### src/rtl/hex_display_pkg.sv
// Shared constants for the hex display: 7-segment table (active-low, bit 0 = a .. bit 6 = g),
// blank code and reset code.
package hex_display_pkg;

  typedef logic [6:0] seg_t;

  localparam seg_t BlankCode = 7'h7F;
  localparam seg_t ResetCode = 7'h40;

  // Entry 15 first so that SegTable[n] is the pattern for nibble n.
  localparam logic [15:0][6:0] SegTable = {
    7'h0E, 7'h06, 7'h21, 7'h46, 7'h03, 7'h08, 7'h18, 7'h00,
    7'h78, 7'h02, 7'h12, 7'h19, 7'h30, 7'h24, 7'h79, 7'h40
  };

endpackage

### src/rtl/hex7seg_decode.sv
// Combinational nibble to active-low 7-segment decoder.
module hex7seg_decode
  import hex_display_pkg::*;
(
  input  logic [3:0] nibble_i,
  output logic [6:0] seg_o
);

  always_comb begin
    seg_o = SegTable[nibble_i];
  end

endmodule

### src/rtl/hex_display_n.sv
// N-digit registered hex display with load/ack capture, leading-zero blanking and per-digit
// blink driven by a free-running prescaler.
module hex_display_n
  import hex_display_pkg::*;
#(
  parameter int unsigned DIGITS    = 6,
  parameter int unsigned BLINK_DIV = 25_000_000
) (
  input  logic                  Clock,
  input  logic                  Reset,
  input  logic                  Load,
  input  logic [4*DIGITS-1:0]   Value,
  input  logic                  Blank_lz,
  input  logic [DIGITS-1:0]     Blink_mask,
  output logic                  Ack,
  output logic [7*DIGITS-1:0]   HEX
);

  localparam int unsigned PW = $clog2(BLINK_DIV);
  localparam logic [PW-1:0] PrescMax = PW'(BLINK_DIV - 1);

  logic [4*DIGITS-1:0] value_q, value_d;
  logic                blank_lz_q, blank_lz_d;
  logic [DIGITS-1:0]   blink_mask_q, blink_mask_d;
  logic                ack_q, ack_d;
  logic [PW-1:0]       presc_q, presc_d;
  logic                phase_q, phase_d;
  logic [7*DIGITS-1:0] hex_q, hex_d;

  logic [DIGITS-1:0][6:0] seg;
  logic [DIGITS-1:0]      blank;

  always_comb begin
    value_d      = Load ? Value : value_q;
    blank_lz_d   = Load ? Blank_lz : blank_lz_q;
    blink_mask_d = Load ? Blink_mask : blink_mask_q;
    ack_d        = Load;
  end

  // A capture restarts the blink cycle in the visible phase, even on a wrap edge.
  always_comb begin
    presc_d = presc_q;
    phase_d = phase_q;
    if (Load || (blink_mask_q == '0)) begin
      presc_d = '0;
      phase_d = 1'b1;
    end else if (presc_q == PrescMax) begin
      presc_d = '0;
      phase_d = ~phase_q;
    end else begin
      presc_d = presc_q + PW'(1);
    end
  end

  for (genvar g = 0; g < int'(DIGITS); g++) begin : g_dec
    hex7seg_decode u_dec (
      .nibble_i (value_q[4*g +: 4]),
      .seg_o    (seg[g])
    );
  end

  // Walk from the most significant digit down, tracking whether everything above is zero.
  always_comb begin
    logic zero_run;
    zero_run = 1'b1;
    blank    = '0;
    for (int i = int'(DIGITS) - 1; i >= 0; i--) begin
      zero_run = zero_run & (value_q[4*i +: 4] == 4'h0);
      if ((i > 0) && blank_lz_q && zero_run) blank[i] = 1'b1;
      if (blink_mask_q[i] && !phase_q) blank[i] = 1'b1;
    end
  end

  always_comb begin
    hex_d = '0;
    for (int i = 0; i < int'(DIGITS); i++) begin
      hex_d[7*i +: 7] = blank[i] ? BlankCode : seg[i];
    end
  end

  always_ff @(posedge Clock or posedge Reset) begin
    if (Reset) begin
      value_q      <= '0;
      blank_lz_q   <= 1'b0;
      blink_mask_q <= '0;
      ack_q        <= 1'b0;
      presc_q      <= '0;
      phase_q      <= 1'b1;
      hex_q        <= {DIGITS{ResetCode}};
    end else begin
      value_q      <= value_d;
      blank_lz_q   <= blank_lz_d;
      blink_mask_q <= blink_mask_d;
      ack_q        <= ack_d;
      presc_q      <= presc_d;
      phase_q      <= phase_d;
      hex_q        <= hex_d;
    end
  end

  assign Ack = ack_q;
  assign HEX = hex_q;

endmodule

### config.mk
export PLATFORM = sky130hd
export DESIGN_NAME = hex_display_n
export DESIGN_NICKNAME = d
export VERILOG_FILES = /design/src/rtl/hex_display_pkg.sv /design/src/rtl/hex7seg_decode.sv /design/src/rtl/hex_display_n.sv
export SDC_FILE = /design/constraint.sdc
export NUM_CORES = 1
export LEC_CHECK = 0
export ABC_AREA = 1
export CORE_MARGIN = 2
export CORE_UTILIZATION = 30
export DETAILED_ROUTE_END_ITERATION = 10
export GPL_TIMING_DRIVEN = 0
export PLACE_DENSITY = 0.5
export SYNTH_ARGS = -nofsm -noshare
export SYNTH_HDL_FRONTEND = slang
export SYNTH_HIERARCHICAL = 1
export SYNTH_SLANG_ARGS = --single-unit
export TNS_END_PERCENT = 50
### constraint.sdc
create_clock -name Clock -period 5.25 [get_ports Clock]
set_input_delay 1.05 -clock Clock [delete_from_list [all_inputs] [get_ports Clock]]
set_output_delay 1.05 -clock Clock [all_outputs]
set_load 0.01 [all_outputs]
==> results.json <==
{
  "status": "finished clean",
  "hold_violations": 0,
  "holdWs_ps": 483,
  "holdPathStages": 2,
  "clock_skew_ps": 13.6,
  "root_buffer": "clkbuf_16",
  "ant_nets": 0,
  "final_core_util": 0.380,
  "ys_ff_latch": 100,
  "crit_chain": "clkdlybuf4s50_1",
  "critical_path_class": "reg2out",
  "io_buffer_count": 76,
  "final-max-slew-violation-count": 0,
  "gp_congestion": 0.836,
  "max_stage_delay_ps": 530,
  "vias": 4732,
  "synth_fp_nets": 842,
  "placed_area_sq_um": 6820,
  "ir_drop_uv": 157,
  "nNetsFinal": 930,
  "initial_core_util": 0.306,
  "numClockSinks": 100,
  "netlist_instances": 771,
  "antennaDiodeCount": 0,
  "wl_um": 13200,
  "grt_start_max_net_pins": 66,
  "cap_violations": 0,
  "hp-class": "reg2reg",
  "crit_family": "buffers and inverters",
  "rsz0062_at_grt": "false",
  "grt_pass1_wl_um": 22300,
  "clkTransAtPathRegs_ps": 70,
  "die-area_sq_um": 20300,
  "vias_per_cell": 4.31,
  "area_growth_pct": 24.4,
  "worstMarginPinSlew_ps": 610,
  "cts_tree": "yes",
  "grt_overflow": 0,
  "first_iter_violations": 266,
  "cp_max_fo": 1,
  "post_drt_wl_per_cell_um": 12.1,
  "grt_usage": 0.139,
  "ios": 77,
  "postCtsResizedCells": 0,
  "crit_buf_inv": 1,
  "antenna_found_initial": 0,
  "clock_latency_ps": 350,
  "setup_viol": 0,
  "worstPathArrival_ps": 1400,
  "drt-pass1-iter-count": 5,
  "cts_hold_buf": 0,
  "yosys_warnings": 6,
  "syn_area_per_cell_sq_um": 7.45,
  "rows": 50,
  "drc": 0,
  "layout_min_cycle_time_ps": 2450,
  "cts_buffer_depth": 2,
  "critical_path_cell_count": 1,
  "post-route-period-util": 0.467,
  "leakage_nw": 3.56,
  "die_h_um": 142,
  "fmax_mhz": 408,
  "slew_headroom": 0.593,
  "htreeDepth": 3,
  "cts_buffers": 9,
  "start_kind": "register",
  "grt_pass1_vias": 4512,
  "critPathSlowestCell": "clkdlybuf4s50_1",
  "final_cell_area_sq_um": 7140,
  "yosysSeqAreaShare": 0.437,
  "powerDensity_nw_per_um2": 294,
  "die_w_um": 142,
  "drive_above_1_share": 0.0787,
  "crit_required_ps": 4200,
  "critPathCaptureType": "output pin",
  "synth_cell_type_count": 27,
  "post_cts_buffers": 0,
  "synth.cell_area_sq_um": 5740,
  "hpwl_um": 9960,
  "core_sq_um": 18800,
  "rr_worst_depth": 5
}
[placed cells by master, fill, tap and decap left out, types with 8 or more instances in the layout]
master           synthesis  routed
nand2_1                265     265
inv_1                  102     101
dfrtp_1                 93      93
nor2_1                  88      88
clkdlybuf4s50_1          0      76
nand3_1                 53      53
ha_1                    37      37
o21ai_0                 21      21
a21oi_1                 13      13
nand2_2                 13      13
nand3b_1                 9       9
clkbuf_16                0       9
clkbuf_1                 7       8
buf_6                    8       8
[logic make-up after synthesis]
family | count (synthesis) | synth area share
AND/OR/NAND/NOR | 456 | 0.335
adder cells (fa/ha/maj) | 37 | 0.0806
XOR/XNOR | 12 | 0.0183
AO/OA/AOI/OAI | 41 | 0.0364
flip-flops | 100 | 0.437
buffers and inverters | 125 | 0.0924
[report_power, final]
part / switching (mW) / internal (mW)
Clock: 0.296 / 0.409
Combinational: 0.253 / 0.234
Sequential: 0.0468 / 0.858
[through the flow]
step                      power, mW  TNS [ps]  setup WS, ps  std cells
after floorplan                1.19         0          1590        771
after global placement         1.42    -15870          -179       1081
after detailed placement       1.41         0          2620       1082
after CTS                      2.13         0          2780       1098
after global routing           2.23         0          2760       1098
final                          2.10         0          2800       1098
[area by class of cell]
type | instances | area (sq um)
clock inverters | 3 | 45.0
fillers | 1988 | 11600
clock buffers | 13 | 270
inverters | 109 | 412
multi-input cells | 546 | 2700
well taps | 234 | 293
repair buffers | 77 | 788
plain buffers | 16 | 121
flip-flops and latches | 100 | 2510
[registers in the layout (all words and copies together), names as in the netlist]
| signal | cells |
|---|---|
| Ack | 1 |
| HEX | 42 |
| blank_lz_q | 1 |
| blink_mask_q | 6 |
| phase_q | 1 |
| presc_q | 25 |
| value_q | 24 |
[final timing paths]
check	start	to	slack (ps)
setup / recovery	HEX[13]	HEX[13]	2800
hold / removal	phase_q	phase_q	480
setup reg to reg	value_q[12]	HEX[10]	3640
hold reg to reg	phase_q	phase_q	480
max in group asynchronous	Reset	HEX[41]	3440
min in group asynchronous	Reset	value_q[2]	1080
[synthesized netlist by cell type]
library cell    n  area, sq um
a21oi_1        13         65.1
a22oi_1         1         7.51
buf_2           1         5.00
buf_6           8         90.1
clkbuf_1        7         26.3
dfrtp_1        93         2330
dfstp_2         7          184
ha_1           37          463
inv_1         102          383
inv_2           7         26.3
nand2_1       265          995
nand2_2        13         81.3
nand3_1        53          265
nand3_2         1         10.0
nand3b_1        9         67.6
nand4_1         6         37.5
nor2_1         88          330
nor2_2          5         31.3
nor2_4          2         22.5
nor3_1          6         30.0
nor3b_1         1         7.51
o21ai_0        21          105
o21ai_1         5         25.0
o22ai_1         1         6.26
or2_2           7         43.8
xnor2_1         7         61.3
xor2_1          5         43.8
[routing by layer]
layer | global-route usage | wire length (um) | part of all wire
met3 | 0.0249 | 453 | 0.034
met4 | 0.0474 | 148 | 0.011
met5 | 0 | 0 | 0
met1 | 0.195 | 6670 | 0.50
met2 | 0.215 | 5970 | 0.45
No activity file was read; power rests on OpenSTA's default activity.
